==> config.mk <==
export PLATFORM = sky130hd
export DESIGN_NAME = ex_wb_stage_flat
export DESIGN_NICKNAME = d
export VERILOG_FILES = /design/src/rtl/risc_pkg.sv /design/src/rtl/ex_wb_stage_if.sv /design/src/rtl/ex_wb_stage_cond_check.sv /design/src/rtl/ex_wb_stage.sv /design/src/flat_wrapper.sv
export SDC_FILE = /design/constraint.sdc
export NUM_CORES = 1
export LEC_CHECK = 0
export CAP_MARGIN = 20
export CORE_UTILIZATION = 40
export DETAILED_ROUTE_END_ITERATION = 7
export PLACE_DENSITY = 0.8
export SYNTH_ARGS = -nofsm -noshare
export SYNTH_HDL_FRONTEND = slang
export SYNTH_SLANG_ARGS = --single-unit
==> constraint.sdc <==
create_clock -name clk -period 2 [get_ports clk]
set_clock_uncertainty 0.2 [all_clocks]
set_input_delay 0.3 -clock clk [delete_from_list [all_inputs] [get_ports clk]]
set_output_delay 0.3 -clock clk [all_outputs]
set_load 0.05 [all_outputs]
==> src/rtl/risc_pkg.sv <==
`default_nettype none
// ============================================================================
//  Module      : risc_pkg
//  Description : Shared datapath constants, ALU op and write-condition
//                encodings for the 16-bit RISC core.
//  Revision    : 1.0  initial release
// ============================================================================
package risc_pkg;

    localparam int DATA_W = 16;
    localparam int REG_AW = 3;

    typedef enum logic [1:0] {
        ALU_ADD  = 2'b00,
        ALU_SUB  = 2'b01,
        ALU_CMP  = 2'b10,
        ALU_NAND = 2'b11
    } alu_op_e;

    typedef enum logic [1:0] {
        COND_ALWAYS = 2'b00,
        COND_IF_C   = 2'b01,
        COND_IF_Z   = 2'b10,
        COND_NEVER  = 2'b11
    } cond_e;

endpackage : risc_pkg
`default_nettype wire

==> src/rtl/ex_wb_stage_if.sv <==
`default_nettype none
// ============================================================================
//  Module      : ex_wb_stage_if
//  Description : ALU-bundle input, writeback, flag and forwarding signals of
//                the EX/WB stage, with a driver (master) and stage (slave) view.
//  Revision    : 1.0  initial release
// ============================================================================
interface ex_wb_stage_if #(
    parameter int DATA_W = 16,
    parameter int REG_AW = 3,
    parameter int CNT_W  = 16
);
    // ALU output bundle
    logic              in_valid;
    logic              in_ready;
    logic [DATA_W-1:0] in_alu_ans;
    logic              in_zero;
    logic              in_carry;
    logic [1:0]        in_cond;
    logic [REG_AW-1:0] in_rd;
    logic              in_we;
    logic              in_c_en;
    logic              in_z_en;
    logic              flush;

    // Writeback towards the register file
    logic              wb_valid;
    logic              wb_ready;
    logic              wb_we;
    logic [REG_AW-1:0] wb_rd;
    logic [DATA_W-1:0] wb_data;

    // Architectural flags, forwarding tap and statistics
    logic              flag_z;
    logic              flag_c;
    logic              fwd_valid;
    logic [REG_AW-1:0] fwd_rd;
    logic [DATA_W-1:0] fwd_data;
    logic [CNT_W-1:0]  skip_cnt;

    modport master (
        output in_valid, in_alu_ans, in_zero, in_carry, in_cond, in_rd,
               in_we, in_c_en, in_z_en, flush, wb_ready,
        input  in_ready, wb_valid, wb_we, wb_rd, wb_data, flag_z, flag_c,
               fwd_valid, fwd_rd, fwd_data, skip_cnt
    );

    modport slave (
        input  in_valid, in_alu_ans, in_zero, in_carry, in_cond, in_rd,
               in_we, in_c_en, in_z_en, flush, wb_ready,
        output in_ready, wb_valid, wb_we, wb_rd, wb_data, flag_z, flag_c,
               fwd_valid, fwd_rd, fwd_data, skip_cnt
    );

endinterface : ex_wb_stage_if
`default_nettype wire

==> src/rtl/ex_wb_stage_cond_check.sv <==
`default_nettype none
// ============================================================================
//  Module      : cond_check
//  Description : Evaluates a write/branch condition against the Z/C flags.
//  Revision    : 1.0  initial release
// ============================================================================
module cond_check
    import risc_pkg::*;
(
    input  cond_e cond_i,
    input  logic  flag_z_i,
    input  logic  flag_c_i,
    output logic  pass_o
);

    always_comb begin
        pass_o = 1'b0;
        unique case (cond_i)
            COND_ALWAYS: pass_o = 1'b1;
            COND_IF_C:   pass_o = flag_c_i;
            COND_IF_Z:   pass_o = flag_z_i;
            COND_NEVER:  pass_o = 1'b0;
            default:     pass_o = 1'b0;
        endcase
    end

endmodule : cond_check
`default_nettype wire

==> src/rtl/ex_wb_stage.sv <==
`default_nettype none
// ============================================================================
//  Module      : ex_wb_stage
//  Description : ALU pipeline register with conditional flag commit, a single
//                registered writeback slot and a forwarding tap.
//  Revision    : 1.0  initial release
// ============================================================================
module ex_wb_stage #(
    parameter int DATA_W = 16,
    parameter int REG_AW = 3,
    parameter int CNT_W  = 16
) (
    input  wire logic         clk,
    input  wire logic         rst,
    ex_wb_stage_if.slave      bus
);
    import risc_pkg::*;

    logic              wb_valid_q, wb_valid_d;
    logic              wb_we_q,    wb_we_d;
    logic [REG_AW-1:0] wb_rd_q,    wb_rd_d;
    logic [DATA_W-1:0] wb_data_q,  wb_data_d;
    logic              flag_z_q,   flag_z_d;
    logic              flag_c_q,   flag_c_d;
    logic [CNT_W-1:0]  skip_cnt_q, skip_cnt_d;

    logic w_in_ready;
    logic w_accept;
    logic w_pass;

    // Ready never looks at in_valid, so upstream can compute valid freely.
    assign w_in_ready = !bus.flush && (!wb_valid_q || bus.wb_ready);
    assign w_accept   = bus.in_valid && w_in_ready;

    // Condition sees the flags as they stand before this bundle commits.
    cond_check u_cond_check (
        .cond_i   (cond_e'(bus.in_cond)),
        .flag_z_i (flag_z_q),
        .flag_c_i (flag_c_q),
        .pass_o   (w_pass)
    );

    always_comb begin
        wb_valid_d = wb_valid_q;
        wb_we_d    = wb_we_q;
        wb_rd_d    = wb_rd_q;
        wb_data_d  = wb_data_q;
        flag_z_d   = flag_z_q;
        flag_c_d   = flag_c_q;
        skip_cnt_d = skip_cnt_q;

        if (bus.flush) begin
            wb_valid_d = 1'b0;
            wb_we_d    = 1'b0;
        end else if (w_accept) begin
            // A failed bundle still occupies the slot to keep ordering.
            wb_valid_d = 1'b1;
            wb_we_d    = bus.in_we && w_pass;
            wb_rd_d    = bus.in_rd;
            wb_data_d  = bus.in_alu_ans;
            if (w_pass) begin
                if (bus.in_c_en) flag_c_d = bus.in_carry;
                if (bus.in_z_en) flag_z_d = bus.in_zero;
            end else begin
                skip_cnt_d = skip_cnt_q + 1'b1;
            end
        end else if (wb_valid_q && bus.wb_ready) begin
            wb_valid_d = 1'b0;
            wb_we_d    = 1'b0;
        end
    end

    always_ff @(posedge clk) begin
        if (rst) begin
            wb_valid_q <= 1'b0;
            wb_we_q    <= 1'b0;
            wb_rd_q    <= '0;
            wb_data_q  <= '0;
            flag_z_q   <= 1'b0;
            flag_c_q   <= 1'b0;
            skip_cnt_q <= '0;
        end else begin
            wb_valid_q <= wb_valid_d;
            wb_we_q    <= wb_we_d;
            wb_rd_q    <= wb_rd_d;
            wb_data_q  <= wb_data_d;
            flag_z_q   <= flag_z_d;
            flag_c_q   <= flag_c_d;
            skip_cnt_q <= skip_cnt_d;
        end
    end

    assign bus.in_ready  = w_in_ready;
    assign bus.wb_valid  = wb_valid_q;
    assign bus.wb_we     = wb_we_q;
    assign bus.wb_rd     = wb_rd_q;
    assign bus.wb_data   = wb_data_q;
    assign bus.flag_z    = flag_z_q;
    assign bus.flag_c    = flag_c_q;
    assign bus.fwd_valid = wb_valid_q && wb_we_q;
    assign bus.fwd_rd    = wb_rd_q;
    assign bus.fwd_data  = wb_data_q;
    assign bus.skip_cnt  = skip_cnt_q;

endmodule : ex_wb_stage
`default_nettype wire

==> src/flat_wrapper.sv <==
// flat-port wrapper written by rule: the top's interface ports become plain ports
module ex_wb_stage_flat import risc_pkg::*;
#(
    parameter int DATA_W = 16,
    parameter int REG_AW = 3,
    parameter int CNT_W  = 16
)
  (clk, rst, bus_in_valid, bus_in_alu_ans, bus_in_zero, bus_in_carry, bus_in_cond, bus_in_rd, bus_in_we, bus_in_c_en, bus_in_z_en, bus_flush, bus_wb_ready, bus_in_ready, bus_wb_valid, bus_wb_we, bus_wb_rd, bus_wb_data, bus_flag_z, bus_flag_c, bus_fwd_valid, bus_fwd_rd, bus_fwd_data, bus_skip_cnt);
  ex_wb_stage_if #(.DATA_W(DATA_W), .REG_AW(REG_AW), .CNT_W(CNT_W)) bus_i ();
  input  wire logic clk;
  input  wire logic rst;
  input wire logic [$bits(bus_i.in_valid)-1:0] bus_in_valid;
  input wire logic [$bits(bus_i.in_alu_ans)-1:0] bus_in_alu_ans;
  input wire logic [$bits(bus_i.in_zero)-1:0] bus_in_zero;
  input wire logic [$bits(bus_i.in_carry)-1:0] bus_in_carry;
  input wire logic [$bits(bus_i.in_cond)-1:0] bus_in_cond;
  input wire logic [$bits(bus_i.in_rd)-1:0] bus_in_rd;
  input wire logic [$bits(bus_i.in_we)-1:0] bus_in_we;
  input wire logic [$bits(bus_i.in_c_en)-1:0] bus_in_c_en;
  input wire logic [$bits(bus_i.in_z_en)-1:0] bus_in_z_en;
  input wire logic [$bits(bus_i.flush)-1:0] bus_flush;
  input wire logic [$bits(bus_i.wb_ready)-1:0] bus_wb_ready;
  output wire logic [$bits(bus_i.in_ready)-1:0] bus_in_ready;
  output wire logic [$bits(bus_i.wb_valid)-1:0] bus_wb_valid;
  output wire logic [$bits(bus_i.wb_we)-1:0] bus_wb_we;
  output wire logic [$bits(bus_i.wb_rd)-1:0] bus_wb_rd;
  output wire logic [$bits(bus_i.wb_data)-1:0] bus_wb_data;
  output wire logic [$bits(bus_i.flag_z)-1:0] bus_flag_z;
  output wire logic [$bits(bus_i.flag_c)-1:0] bus_flag_c;
  output wire logic [$bits(bus_i.fwd_valid)-1:0] bus_fwd_valid;
  output wire logic [$bits(bus_i.fwd_rd)-1:0] bus_fwd_rd;
  output wire logic [$bits(bus_i.fwd_data)-1:0] bus_fwd_data;
  output wire logic [$bits(bus_i.skip_cnt)-1:0] bus_skip_cnt;
  assign bus_i.in_valid = bus_in_valid;
  assign bus_i.in_alu_ans = bus_in_alu_ans;
  assign bus_i.in_zero = bus_in_zero;
  assign bus_i.in_carry = bus_in_carry;
  assign bus_i.in_cond = bus_in_cond;
  assign bus_i.in_rd = bus_in_rd;
  assign bus_i.in_we = bus_in_we;
  assign bus_i.in_c_en = bus_in_c_en;
  assign bus_i.in_z_en = bus_in_z_en;
  assign bus_i.flush = bus_flush;
  assign bus_i.wb_ready = bus_wb_ready;
  assign bus_in_ready = bus_i.in_ready;
  assign bus_wb_valid = bus_i.wb_valid;
  assign bus_wb_we = bus_i.wb_we;
  assign bus_wb_rd = bus_i.wb_rd;
  assign bus_wb_data = bus_i.wb_data;
  assign bus_flag_z = bus_i.flag_z;
  assign bus_flag_c = bus_i.flag_c;
  assign bus_fwd_valid = bus_i.fwd_valid;
  assign bus_fwd_rd = bus_i.fwd_rd;
  assign bus_fwd_data = bus_i.fwd_data;
  assign bus_skip_cnt = bus_i.skip_cnt;
  ex_wb_stage #(.DATA_W(DATA_W), .REG_AW(REG_AW), .CNT_W(CNT_W)) u_core (.clk(clk), .rst(rst), .bus(bus_i));
endmodule
==> results.sh <==
export IMPL_finalHoldViolations=0
export IMPL_wl_per_cell_um=13.4
export IMPL_path_class="register to output port"
export IMPL_cp_slowest_cell="clkdlybuf4s50_1"
export IMPL_die_x_um=70.0
export IMPL_grt_max_degree=25
export IMPL_syn2layout_area_growth_pct=55.6
export IMPL_crit_family="buffers and inverters"
export IMPL_setup_viol=0
export IMPL_whs_ns=0.271
export IMPL_drive_gt1_frac=0.195
export IMPL_grt_pass1_wl_mm=7.75
export IMPL_h_tree_depth=2
export IMPL_min_period_ns=1.96
export IMPL_cts_tree="done"
export IMPL_cts_buffers=5
export IMPL_postCtsHoldBufs=0
export IMPL_cp_end_kind="output port"
export IMPL_cp_arrival_ns=1.46
export IMPL_via_per_inst=5.19
export IMPL_ys_ff_latch=39
export IMPL_status="completed"
export IMPL_numPortBuffers=90
export IMPL_crit_chain="clkdlybuf4s50_1"
export IMPL_cp_start_kind="register"
export IMPL_dr_pass1_iters=4
export IMPL_dieArea_mm2=0.00490
export IMPL_fmax_ghz=0.509
export IMPL_antenna_cells=0
export IMPL_track_usage=0.197
export IMPL_final_nets=349
export IMPL_die_h_um=70.0
export IMPL_overflow=0
export IMPL_leakagePower_nw=1.13
export IMPL_yosys_warnings=0
export IMPL_antenna_found_initial=0
export IMPL_final_antenna_net_count=0
export IMPL_synth_cell_types=34
export IMPL_numClockSinks=39
export IMPL_critPathRequiredTime_ns=1.50
export IMPL_drcViolationCount=0
export IMPL_r2r_slack_ns=0.17
export IMPL_slowest_delay_ns=0.82
export IMPL_num_rows=24
export IMPL_syn_num_nets=261
export IMPL_syn_area_mm2=0.00185
export IMPL_worst_slack_ns=0.0365
export IMPL_start_util=0.419
export IMPL_synth_cells=229
export IMPL_slew_headroom=0.661
export IMPL_initialDrtViolationCount=91
export IMPL_yosysSeqAreaShare=0.422
export IMPL_worst_pin_slew_ns=0.507
export IMPL_dp_worst_setup_slack_ns=-0.320
export IMPL_seqPwrFrac=0.457
export IMPL_syn_avg_cell_area_um2=8.08
export IMPL_io_pins=91
export IMPL_clk_pin_slew_ns=0.07
export IMPL_core_mm2=0.00441
export IMPL_vias=1920
export IMPL_pwr_share_clk=0.325
export IMPL_cp_buffers_inverters=1
export IMPL_slew_violations=0
export IMPL_cp_max_fo=3
export IMPL_gp_congestion=0.779
export IMPL_clockRootBuffer="clkbuf_8"
export IMPL_cap_viol_max_count=0
export IMPL_internal_power_mw=1.27
export IMPL_combPwrFrac=0.218
export IMPL_cts_buffer_depth=2
export IMPL_hp_class="register to register"
export IMPL_grt_pass1_vias=1668
export IMPL_swShare=0.287
export IMPL_clk_latency_ns=0.28
export IMPL_routed_wl_mm=4.94
export IMPL_vdd_drop_max_mv=0.344
export IMPL_power_switching_mw=0.513
export IMPL_power_mw=1.78
export IMPL_rsz0062_at_grt="no"
export IMPL_powerDensity_mw_per_mm2=620
export IMPL_utilization=0.652
export IMPL_hpwl_mm=3.70
export IMPL_finalCritPeriodShare=0.982
Yosys cell counts (all sizes together):
library cell  instances  area [um^2]
a21boi                1         7.51
nand3                 8         45.0
nand4                 4         25.0
nor3                  1         5.00
a31o                  1         8.76
and4                  2         17.5
and2                  2         12.5
dfxtp                39          781
buf                  25          181
or4                   8         60.1
o41ai                 2         17.5
inv                   6         22.5
a211oi                1         7.51
ha                    1         12.5
mux2                  3         33.8
a21oi                34          170
and3                  3         18.8
nor4                  4         25.0
nand2b                3         18.8
nand2                46          173
o21a                  1         7.51
o21ai                 3         15.0
nor2                  6         22.5
nor2b                 5         33.8
clkbuf                6         22.5
nand4b                2         17.5
and2b                 1         7.51
or3                   1         6.26
o31ai                10         75.1
per-stage QoR:
step | area (um^2) | std cells | setup TNS (ns)
finish | 2880 | 370 | 0
global route | 2880 | 370 | 0
CTS | 2860 | 370 | 0
detailed placement | 2760 | 362 | -3.91
global placement | 2760 | 362 | -3.24
floorplan | 1860 | 229 | 0
final timing paths:
check,start,to,depth (start not counted)
max,u_core.bus.fwd_data[1]$_SDFFE_PP0P_,bus_wb_data[1],1
min,u_core.bus.fwd_data[0]$_SDFFE_PP0P_,u_core.bus.fwd_data[0]$_SDFFE_PP0P_,2
max reg2reg,u_core.bus.flag_z$_SDFFE_PP0P_,u_core.bus.skip_cnt[0]$_SDFFE_PP0P_,6
min reg2reg,u_core.bus.fwd_data[0]$_SDFFE_PP0P_,u_core.bus.fwd_data[0]$_SDFFE_PP0P_,2
cell type report:
cell class	count	area, um^2
clock buffers	8	100
fillers	396	1540
inverters	6	22.5
multi-input cells	153	853
flip-flops and latches	39	790
well taps	52	65.1
repair buffers	112	1050
registers in the layout, indices dropped and copies added (netlist names):
name	cells
u_core.bus.wb_we	1
u_core.bus.skip_cnt	16
u_core.bus.fwd_data	16
u_core.bus.flag_c	1
u_core.bus.wb_valid	1
u_core.bus.flag_z	1
u_core.bus.fwd_rd	3
power by group through the flow:
stage | clock network (mW) | registers (mW) | logic [mW]
global route | 0.618 | 0.817 | 0.408
finish | 0.580 | 0.814 | 0.389
floorplan | 0 | 0.903 | 0.160
CTS | 0.587 | 0.814 | 0.390
detailed placement | 0 | 0.833 | 0.389
global placement | 0 | 0.831 | 0.384
layer usage:
layer	wire, um	vias up	global-route usage
li1	-	959	-
met1	2170	884	0.250
met2	2420	70	0.334
met3	298	7	0.0390
met4	48	0	0.0600
met5	0	-	0
cells in the final DEF, fill, tap and decap left out, types with 2 or more instances in the layout:
master / n
clkdlybuf4s50_1: 67
nand2_1: 45
buf_4: 40
a21oi_1: 34
dfxtp_1: 32
o31ai_1: 10
or4_1: 8
nand3_1: 7
clkbuf_8: 7
dfxtp_2: 7
nor2_1: 6
inv_1: 6
nor2b_1: 4
nand4_1: 4
nand2b_1: 3
and3_1: 3
nor4_1: 3
mux2_1: 3
dlymetal6s2s_1: 3
and2_1: 2
and4_1: 2
o41ai_1: 2
nand4b_1: 2
o21ai_0: 2
buf_12: 2
cell families (layout without fill, tap and decap cells):
logic type | count (synthesis) | in the layout | synth area share
and+or+nand+nor | 96 | 96 | 0.264
AOI/OAI and AO/OA | 53 | 53 | 0.167
adders and majority gates | 1 | 1 | 0.00676
muxes | 3 | 3 | 0.0183
DFF | 39 | 39 | 0.422
buffers and inverters | 37 | 126 | 0.122
repair_timing:
action	in CTS	in global routing
buffers inserted	0	0
resized for setup	1	5
endpoints found under the setup margin	2	5
No activity file was read; power rests on OpenSTA's default activity.
